===== src/rtl/datamover_s2mm_scheduler_if.sv =====
// Request, DataMover command/status and completion signals of the S2MM scheduler.
// master = scheduler side, slave = requester/DataMover/CSR side.
interface datamover_s2mm_scheduler_if;
  logic [63:0]  req_addr;
  logic [22:0]  req_btt;
  logic         req_valid;
  logic         req_ready;
  logic [103:0] m_axis_cmd_tdata;
  logic         m_axis_cmd_tvalid;
  logic         m_axis_cmd_tready;
  logic [7:0]   s_axis_sts_tdata;
  logic         s_axis_sts_tkeep;
  logic         s_axis_sts_tlast;
  logic         s_axis_sts_tvalid;
  logic         s_axis_sts_tready;
  logic         cmpl_valid;
  logic [3:0]   cmpl_tag;
  logic         cmpl_ok;

  modport master (
    input  req_addr, req_btt, req_valid, m_axis_cmd_tready,
           s_axis_sts_tdata, s_axis_sts_tkeep, s_axis_sts_tlast, s_axis_sts_tvalid,
    output req_ready, m_axis_cmd_tdata, m_axis_cmd_tvalid, s_axis_sts_tready,
           cmpl_valid, cmpl_tag, cmpl_ok
  );

  modport slave (
    output req_addr, req_btt, req_valid, m_axis_cmd_tready,
           s_axis_sts_tdata, s_axis_sts_tkeep, s_axis_sts_tlast, s_axis_sts_tvalid,
    input  req_ready, m_axis_cmd_tdata, m_axis_cmd_tvalid, s_axis_sts_tready,
           cmpl_valid, cmpl_tag, cmpl_ok
  );
endinterface


===== src/rtl/datamover_s2mm_scheduler.sv =====
// S2MM DataMover command issuer with rolling tags, in-flight limit and
// status/completion tracking with sticky error reporting.
module datamover_s2mm_scheduler #(
  parameter int MAX_OUTSTANDING = 8
) (
  input  logic                              clk,
  input  logic                              resetn,
  datamover_s2mm_scheduler_if.master        bus,
  input  logic                              i_halt_on_err,
  input  logic                              i_clr_err,
  output logic [4:0]                        o_outstanding,
  output logic                              o_err_sticky,
  output logic                              o_tag_mismatch,
  output logic [15:0]                       o_err_count,
  output logic                              o_rejected,
  output logic                              o_idle
);

  localparam logic [4:0] LP_MAX = 5'(MAX_OUTSTANDING);

  logic [103:0] r_cmd_tdata;
  logic         r_cmd_tvalid;
  logic [3:0]   r_issue_tag;
  logic [3:0]   r_expect_tag;
  logic [4:0]   r_outstanding;
  logic         r_halted;
  logic         r_err_sticky;
  logic         r_tag_mismatch;
  logic [15:0]  r_err_count;
  logic         r_rejected;
  logic         r_cmpl_valid;
  logic [3:0]   r_cmpl_tag;
  logic         r_cmpl_ok;

  logic w_req_ready;
  logic w_req_hs;
  logic w_load;
  logic w_cmd_hs;
  logic w_sts_hs;
  logic w_sts_real;
  logic w_sts_err;
  logic w_tm_set;
  logic w_unused_sts;

  assign w_req_ready = resetn && !r_halted && (r_outstanding < LP_MAX) &&
                       (!r_cmd_tvalid || bus.m_axis_cmd_tready);
  assign w_req_hs    = bus.req_valid && w_req_ready;
  assign w_load      = w_req_hs && (bus.req_btt != 23'd0);
  assign w_cmd_hs    = r_cmd_tvalid && bus.m_axis_cmd_tready;
  assign w_sts_hs    = bus.s_axis_sts_tvalid && resetn;
  assign w_sts_real  = w_sts_hs && (r_outstanding != 5'd0);
  assign w_sts_err   = !bus.s_axis_sts_tdata[7] || (|bus.s_axis_sts_tdata[6:4]);
  // A status with nothing in flight is as suspicious as an out-of-order tag.
  assign w_tm_set    = w_sts_hs && ((r_outstanding == 5'd0) ||
                                    (bus.s_axis_sts_tdata[3:0] != r_expect_tag));
  assign w_unused_sts = bus.s_axis_sts_tkeep ^ bus.s_axis_sts_tlast;

  always_ff @(posedge clk) begin
    if (!resetn) begin
      r_cmd_tdata  <= '0;
      r_cmd_tvalid <= 1'b0;
      r_issue_tag  <= 4'd0;
    end else if (w_load) begin
      r_cmd_tdata  <= {4'b0, r_issue_tag, bus.req_addr, 1'b0, 1'b1, 6'b0, 1'b1, bus.req_btt};
      r_cmd_tvalid <= 1'b1;
      r_issue_tag  <= r_issue_tag + 4'd1;
    end else if (w_cmd_hs) begin
      r_cmd_tdata  <= '0;
      r_cmd_tvalid <= 1'b0;
    end
  end

  always_ff @(posedge clk) begin
    if (!resetn) begin
      r_outstanding <= 5'd0;
      r_expect_tag  <= 4'd0;
    end else begin
      case ({w_load, w_sts_real})
        2'b10:   r_outstanding <= r_outstanding + 5'd1;
        2'b01:   r_outstanding <= r_outstanding - 5'd1;
        default: r_outstanding <= r_outstanding;
      endcase
      if (w_sts_real) r_expect_tag <= r_expect_tag + 4'd1;
    end
  end

  always_ff @(posedge clk) begin
    if (!resetn) begin
      r_cmpl_valid <= 1'b0;
      r_cmpl_tag   <= 4'd0;
      r_cmpl_ok    <= 1'b0;
    end else begin
      r_cmpl_valid <= w_sts_real;
      if (w_sts_real) begin
        r_cmpl_tag <= bus.s_axis_sts_tdata[3:0];
        r_cmpl_ok  <= !w_sts_err;
      end
    end
  end

  // Set events take priority over a same-cycle clr_err so no error is lost.
  always_ff @(posedge clk) begin
    if (!resetn) begin
      r_err_sticky   <= 1'b0;
      r_err_count    <= 16'd0;
      r_tag_mismatch <= 1'b0;
      r_rejected     <= 1'b0;
      r_halted       <= 1'b0;
    end else begin
      if (w_sts_hs && w_sts_err)      r_err_sticky <= 1'b1;
      else if (i_clr_err)             r_err_sticky <= 1'b0;

      if (i_clr_err)                  r_err_count <= (w_sts_hs && w_sts_err) ? 16'd1 : 16'd0;
      else if (w_sts_hs && w_sts_err && (r_err_count != 16'hFFFF))
                                      r_err_count <= r_err_count + 16'd1;

      if (w_tm_set)                   r_tag_mismatch <= 1'b1;
      else if (i_clr_err)             r_tag_mismatch <= 1'b0;

      if (w_req_hs && !w_load)        r_rejected <= 1'b1;
      else if (i_clr_err)             r_rejected <= 1'b0;

      if (w_sts_hs && w_sts_err && i_halt_on_err) r_halted <= 1'b1;
      else if (i_clr_err)             r_halted <= 1'b0;
    end
  end

  assign bus.req_ready         = w_req_ready;
  assign bus.m_axis_cmd_tdata  = r_cmd_tdata;
  assign bus.m_axis_cmd_tvalid = r_cmd_tvalid;
  assign bus.s_axis_sts_tready = resetn;
  assign bus.cmpl_valid        = r_cmpl_valid;
  assign bus.cmpl_tag          = r_cmpl_tag;
  assign bus.cmpl_ok           = r_cmpl_ok;

  assign o_outstanding  = r_outstanding;
  assign o_err_sticky   = r_err_sticky;
  assign o_tag_mismatch = r_tag_mismatch;
  assign o_err_count    = r_err_count;
  assign o_rejected     = r_rejected;
  assign o_idle         = (r_outstanding == 5'd0) && !r_cmd_tvalid;

endmodule


===== src/flat_wrapper.sv =====
// flat-port wrapper written by rule: the top's interface ports become plain ports
module datamover_s2mm_scheduler_flat 
#(
  parameter int MAX_OUTSTANDING = 8
)
  (clk, resetn, i_halt_on_err, i_clr_err, o_outstanding, o_err_sticky, o_tag_mismatch, o_err_count, o_rejected, o_idle, bus_req_addr, bus_req_btt, bus_req_valid, bus_m_axis_cmd_tready, bus_s_axis_sts_tdata, bus_s_axis_sts_tkeep, bus_s_axis_sts_tlast, bus_s_axis_sts_tvalid, bus_req_ready, bus_m_axis_cmd_tdata, bus_m_axis_cmd_tvalid, bus_s_axis_sts_tready, bus_cmpl_valid, bus_cmpl_tag, bus_cmpl_ok);
  datamover_s2mm_scheduler_if bus_i ();
  input  logic clk;
  input  logic resetn;
  input  logic i_halt_on_err;
  input  logic i_clr_err;
  output logic [4:0] o_outstanding;
  output logic o_err_sticky;
  output logic o_tag_mismatch;
  output logic [15:0] o_err_count;
  output logic o_rejected;
  output logic o_idle;
  input wire logic [$bits(bus_i.req_addr)-1:0] bus_req_addr;
  input wire logic [$bits(bus_i.req_btt)-1:0] bus_req_btt;
  input wire logic [$bits(bus_i.req_valid)-1:0] bus_req_valid;
  input wire logic [$bits(bus_i.m_axis_cmd_tready)-1:0] bus_m_axis_cmd_tready;
  input wire logic [$bits(bus_i.s_axis_sts_tdata)-1:0] bus_s_axis_sts_tdata;
  input wire logic [$bits(bus_i.s_axis_sts_tkeep)-1:0] bus_s_axis_sts_tkeep;
  input wire logic [$bits(bus_i.s_axis_sts_tlast)-1:0] bus_s_axis_sts_tlast;
  input wire logic [$bits(bus_i.s_axis_sts_tvalid)-1:0] bus_s_axis_sts_tvalid;
  output wire logic [$bits(bus_i.req_ready)-1:0] bus_req_ready;
  output wire logic [$bits(bus_i.m_axis_cmd_tdata)-1:0] bus_m_axis_cmd_tdata;
  output wire logic [$bits(bus_i.m_axis_cmd_tvalid)-1:0] bus_m_axis_cmd_tvalid;
  output wire logic [$bits(bus_i.s_axis_sts_tready)-1:0] bus_s_axis_sts_tready;
  output wire logic [$bits(bus_i.cmpl_valid)-1:0] bus_cmpl_valid;
  output wire logic [$bits(bus_i.cmpl_tag)-1:0] bus_cmpl_tag;
  output wire logic [$bits(bus_i.cmpl_ok)-1:0] bus_cmpl_ok;
  assign bus_i.req_addr = bus_req_addr;
  assign bus_i.req_btt = bus_req_btt;
  assign bus_i.req_valid = bus_req_valid;
  assign bus_i.m_axis_cmd_tready = bus_m_axis_cmd_tready;
  assign bus_i.s_axis_sts_tdata = bus_s_axis_sts_tdata;
  assign bus_i.s_axis_sts_tkeep = bus_s_axis_sts_tkeep;
  assign bus_i.s_axis_sts_tlast = bus_s_axis_sts_tlast;
  assign bus_i.s_axis_sts_tvalid = bus_s_axis_sts_tvalid;
  assign bus_req_ready = bus_i.req_ready;
  assign bus_m_axis_cmd_tdata = bus_i.m_axis_cmd_tdata;
  assign bus_m_axis_cmd_tvalid = bus_i.m_axis_cmd_tvalid;
  assign bus_s_axis_sts_tready = bus_i.s_axis_sts_tready;
  assign bus_cmpl_valid = bus_i.cmpl_valid;
  assign bus_cmpl_tag = bus_i.cmpl_tag;
  assign bus_cmpl_ok = bus_i.cmpl_ok;
  datamover_s2mm_scheduler #(.MAX_OUTSTANDING(MAX_OUTSTANDING)) u_core (.clk(clk), .resetn(resetn), .bus(bus_i), .i_halt_on_err(i_halt_on_err), .i_clr_err(i_clr_err), .o_outstanding(o_outstanding), .o_err_sticky(o_err_sticky), .o_tag_mismatch(o_tag_mismatch), .o_err_count(o_err_count), .o_rejected(o_rejected), .o_idle(o_idle));
endmodule

===== config.mk =====
export PLATFORM = sky130hd
export DESIGN_NAME = datamover_s2mm_scheduler_flat
export DESIGN_NICKNAME = d
export VERILOG_FILES = /design/src/rtl/datamover_s2mm_scheduler_if.sv /design/src/rtl/datamover_s2mm_scheduler.sv /design/src/flat_wrapper.sv
export SDC_FILE = /design/constraint.sdc
export NUM_CORES = 1
export LEC_CHECK = 0
export BUFFER_PORTS_ARGS = -buffer_cell sky130_fd_sc_hd__buf_2
export CAP_MARGIN = 20
export CORE_MARGIN = 4
export CORE_UTILIZATION = 52
export CTS_CLUSTER_DIAMETER = 200
export CTS_CLUSTER_SIZE = 30
export DETAILED_ROUTE_END_ITERATION = 7
export PLACE_DENSITY = 0.87
export SKIP_LAST_GASP = 1
export SYNTH_ARGS = -nofsm -noshare
export SYNTH_HDL_FRONTEND = slang
export SYNTH_SLANG_ARGS = --single-unit

===== constraint.sdc =====
create_clock -name clk -period 7.4 [get_ports clk]
set_input_delay 1.85 -clock clk [delete_from_list [all_inputs] [get_ports clk]]
set_output_delay 1.85 -clock clk [all_outputs]
set_load 0.05 [all_outputs]

Word-level counts from Yosys, hierarchy flattened
Index checks and enable logic that the tools add are counted.
{ "word_totals": {"output_inout_bits": 138, "elab_cells": 69, "inputBits": 104, "register_bits": 133} }
{ "classes": {"add_sub_neg": 5, "muxes": 13, "n_eq_ne": 4, "n_lt_le_gt_ge": 1, "reduce_logical": 33} }
{ "ops": {"columns": ["operator", "n"], "rows": [
  ["two-way mux 100 bit", 2],
  ["two-way mux 16 bit", 2],
  ["nonzero test 23 bit", 1],
  ["adder 16 x 1 -> 16 bit, second input constant", 1],
  ["inequality test 16 bit, second input constant", 1],
  ["logical AND 1 bit", 14],
  ["nonzero test 2 bit", 7],
  ["case mux 5 bit (2 select lines)", 1],
  ["adder 4 x 1 -> 4 bit, second input constant", 2],
  ["two-way mux 1 bit", 8],
  ["adder 5 x 1 -> 5 bit, second input constant", 1],
  ["logical NOT 1 bit", 5],
  ["logical NOT 5 bit", 1],
  ["< comparator 5 x 4 -> 1 bit, second input constant", 1],
  ["nonzero test 5 bit", 1],
  ["subtractor 5 x 1 -> 5 bit, second input constant", 1],
  ["inequality test 4 bit", 1],
  ["logical OR 1 bit", 3],
  ["OR reduction 3 bit", 1],
  ["equality test 2 x 1 -> 1 bit, second input constant", 1],
  ["equality test 2 bit, second input constant", 1]
]} }

Longest topological paths before layout
{ "logic_depth": {"depth_word": 9, "depth_mapped": 15, "ltp_nobuf": 10} }

Least setup slack after synthesis
Ideal clock, no wire load.
{ "synth_path": {"path_type": "input port to output port", "start": "input resetn", "end": "output bus_req_ready", "cell_stages": 3, "setup_slack_ns": 2.812, "path_buffers": 1, "arrival_time_ns": 2.738, "cell_sequence": "buf_2 nand2b_1 nor2_1"} }
{ "synth_via": {"elab_chain_len": 3} }
{ "synth_rtl": {"columns": ["element", "line_no", "source"], "rows": [
  ["start, declared", "flat_wrapper.sv:9", "input logic resetn;"],
  ["logical AND 1 bit (3 in a row)", "datamover_s2mm_scheduler.sv:45", "assign w_req_ready = resetn && !r_halted && (r_outstanding < LP_MAX) &&"],
  ["end, declared", "flat_wrapper.sv:26", "output wire logic [$bits(bus_i.req_ready)-1:0] bus_req_ready;"]
]} }
Every way passes these cells.

Worst setup path after layout
Same ends and word-level chain as after synthesis.

==> flow_summary.rst <==
.. list-table::
   :header-rows: 1

   * - Metric
     - Value
   * - Combinational Power Share
     - 23.0%
   * - Cell types with the largest area share after synthesis
     - dfxtp_1 (45%), mux2i_1 (17%), nand2_1 (14%)
   * - Global-route wire length before repair
     - ~24 mm
   * - Clock Sink Count
     - about 130
   * - Number of buffer and inverter instances along the worst setup path
     - 2
   * - Final period util
     - approximately 64%
   * - Internal power component
     - around 1.5 mW
   * - Maximum achievable frequency
     - around 0.21 GHz
   * - Number of inserted diodes
     - 0
   * - Number of distinct library cells after synthesis
     - 48
   * - Required time of the worst setup path
     - approximately 5.6 ns
   * - Global Route Usage Sum
     - between 20% and 30%
   * - Share of cells above drive strength 1
     - between 30% and 40%
   * - Number of cells produced by synthesis
     - between 600 and 700
   * - Number of buffers added for setup after CTS
     - 0
   * - Flops & latches, synth
     - 131
   * - Cell area after layout
     - 7570 um^2
   * - Net switching power of the design
     - ~0.7 mW
   * - Signed area change from the synthesized netlist to the final layout
     - 29.6%
   * - Max-slew violation count
     - 0
   * - Floorplan die width
     - between 100 and 150 um
   * - Placed instance area
     - around 7000 um^2
   * - Clk_lat worst skew
     - between 0.4 and 0.5 ns
   * - Gr ovfl total
     - 0
   * - Final estimated routing congestion in global placement
     - 0.883
   * - Synth warn
     - 0
   * - Part of the total power dissipated in the clock network
     - between 40 and 50%
   * - Portion of synthesized cell area occupied by the leading cell type
     - between 40% and 50%
   * - Grt met1 use
     - a little over a quarter
   * - Min-Delay Startpoint
     - u_core.bus.m_axis_cmd_tdata[34]
   * - Clock tree from TritonCTS
     - built
   * - Total number of H-tree levels
     - 4
   * - Hold-fix buffer count after cts
     - 0
   * - Startpoint of the lowest-slack register-to-register path
     - u_core.o_outstanding[1]
   * - CTS Root Buffer Type
     - clkbuf_16
   * - Number of detailed-routing iterations run before antenna repair
     - 4
   * - Initial DRC Count
     - around 250
   * - Pin slew with the least headroom to its limit
     - between 0.9 and 1 ns
   * - Buffers added on ports
     - 228
   * - Number of buffers created by CTS
     - 17
   * - Largest stage delay on the critical path
     - 0.43 ns
   * - Highest fanout seen on the critical path
     - 52
   * - Final setup violation count
     - 0
   * - Number of filler cells placed in the layout
     - approximately 870
   * - Setup_tns
     - 0 ns
   * - Kind of start point of the critical path
     - primary input
   * - Initial Utilization
     - roughly 53%
   * - Run status
     - finished, final reports clean
   * - Most frequent cells in the layout
     - buf_2 (227), nand2_1 (212), dfxtp_1 (131), mux2i_1 (97), a21oi_1 (20)
   * - Average detailed-routed wire length per instance
     - around 15 um
   * - Core region area
     - about 11000 um^2
   * - Crit path max-delay cell type
     - buf_4
   * - Top Ports
     - between 200 and 250
   * - Wire length after detailed routing
     - 15.0 mm
   * - Most utilized layer in the global route result
     - met2
   * - Post-synthesis cell area
     - between 5000 and 6000 um^2
   * - CP arrival
     - slightly below 3 ns
   * - RSZ-0062 raised after global routing
     - false
   * - GR Layer Usage met3
     - under 10%
   * - Post_cts resized
     - 0
   * - Clk buf depth
     - 2
   * - Detailed-route DRC error count
     - 0
   * - Share of synthesized area occupied by flip-flops and latches
     - 44.9%
   * - DP Wirelength
     - between 10 and 15 mm
   * - Startpoint of the most critical setup path
     - resetn
   * - Pin count of the biggest net entering global routing
     - 92
   * - Vias in the first global route
     - between 4000 and 5000
   * - LEAKAGE
     - roughly 4 nW
   * - Shortest clock period the worst path allows after layout
     - roughly 4.8 ns
   * - Net switching fraction of the power
     - between 30% and 40%
   * - Clock skew
     - ~0.008 ns
   * - Fraction of met2 tracks used by global routing
     - 39.0%
   * - Worst relative slew slack
     - 36.4%
   * - Count of nets left with antenna violations after detail routing
     - 0
   * - Max Cap Violations
     - 0
   * - Net count reported at finish
     - between 900 and 1000
   * - Row count
     - 38
   * - Final hold violation count
     - 0
   * - Type of destination of the critical path
     - primary output
   * - Maximum VDD drop
     - approximately 0.20 mV
   * - Clock-pin slew reported for the worst setup and hold paths after clock tree synthesis
     - 0.05 ns
   * - Cell family with most CP delay
     - buffers and inverters
   * - Antenna violations before repair
     - 0
   * - Most common library cell in the layout ignoring fill and taps
     - buf_2
   * - DIE HEIGHT
     - about 110 um
   * - Die area
     - ~13000 um^2
   * - Total via count after detailed routing
     - 5298
   * - Cell chain of the critical path
     - buf_4 > nand2b_1 > nor2_1 > buf_2
   * - Synthesized area per cell
     - about 8.7 um^2
   * - Hold/Removal Path Class
     - flip-flop to flip-flop
   * - Cell area power density
     - about 300 nW/um^2
   * - Type of the worst setup path
     - primary input to primary output
   * - Synth area leader
     - dfxtp_1
   * - Routed via count divided by cell count
     - around 5.2
   * - Seq pwr share
     - between 30 and 40%
[final cells by class]
cell class | count | area, um^2 | share of cell area [%]
flip-flops and latches | 131 | 2620 | 34.7
inverters | 7 | 26.3 | 0.347
well taps | 140 | 175 | 2.31
repair buffers | 233 | 1180 | 15.6
multi-input cells | 484 | 2920 | 38.5
clock inverters | 10 | 180 | 2.38
clock buffers | 20 | 467 | 6.17
[metrics by stage]
stage / util, % / power [mW] / hold WS [ns] / cells / setup WS, ns
4_1_cts: 69.2 / 2.24 / 0.455 / 1025 / 2.65
3_5_place_dp: 63.3 / 1.33 / 0.447 / 995 / 2.63
3_3_place_gp: 63.3 / 1.32 / 0.441 / 995 / 2.68
5_1_grt: 69.2 / 2.32 / 0.472 / 1025 / 2.55
6_report: 69.2 / 2.23 / 0.454 / 1025 / 2.65
2_1_floorplan: - / 1.21 / 0.440 / 678 / 2.81
[path summary, 6_finish.rpt]
path                                     endpoint  slack, ns  depth (start not counted)
hold / removal    u_core.bus.m_axis_cmd_tdata[34]       0.45                          2
hold reg to reg   u_core.bus.m_axis_cmd_tdata[34]       0.45                          2
setup / recovery                    bus_req_ready       2.65                          4
setup reg to reg          u_core.o_outstanding[2]       4.57                          9
[metal layers]
layer  vias up  routed length (um)
met5         -                   0
met4         0                 374
met3        32                1070
met2       186                7410
met1      2415                6140
li1       2665                   -
[cell usage after synthesis (all sizes together)]
master and number:
a211o 2, a211oi 1, a21oi 21, a22o 3
a31o 1, a31oi 3, a41o 2, a41oi 1
and2 2, and3 4, and4 4, and4b 1
buf 28, clkbuf 28, conb 1, dfxtp 131
ha 7, inv 7, mux2i 97, nand2 213
nand2b 7, nand3 10, nand3b 1, nand4 7
nand4b 1, nor2 16, nor2b 2, nor3 5
nor4 9, nor4b 1, o2111ai 1, o211ai 2
o21ai 13, o311ai 2, o31ai 6, o32ai 2
o41ai 1, or3 4, or3b 2, or4 7
or4b 2, xnor2 2, xor2 8
[power by group through the flow]
| stage | combinational [mW] | clock [mW] | sequential (mW) |
|---|---|---|---|
| 2_1_floorplan | 0.231 | 0 | 0.982 |
| 3_3_place_gp | 0.507 | 0 | 0.813 |
| 3_5_place_dp | 0.513 | 0 | 0.815 |
| 4_1_cts | 0.516 | 0.925 | 0.801 |
| 5_1_grt | 0.548 | 0.959 | 0.809 |
| 6_report | 0.514 | 0.916 | 0.802 |
[sequential cells by signal, indices dropped and copies added (netlist names)]
name / flops
u_core.o_err_sticky: 1
u_core.bus.cmpl_valid: 1
u_core.r_expect_tag: 4
u_core.o_outstanding: 5
u_core.o_err_count: 16
u_core.bus.m_axis_cmd_tdata: 92
u_core.o_rejected: 1
u_core.bus.cmpl_ok: 1
u_core.bus.cmpl_tag: 4
u_core.o_tag_mismatch: 1
u_core.r_halted: 1
u_core.r_issue_tag: 4
[worst reg2reg max path, cell delays in order, from the launching register on]
cell and delay [ns]:
dfxtp_1 0.40, nor4_1 0.53, a21oi_1 0.27, ha_1 0.39
xor2_1 0.20, ha_1 0.24, a21oi_1 0.17, xor2_1 0.10
or3_1 0.32, a21oi_1 0.14
[cells by family after synthesis]
family,share of synthesized area (%)
simple gates,22.5
other cells,0.0642
buf+inv,6.06
fa+ha+maj,1.50
mux,16.6
xor+xnor,1.50
flops,44.9
compound gates,6.81
Power figures use the tool's default switching activity.
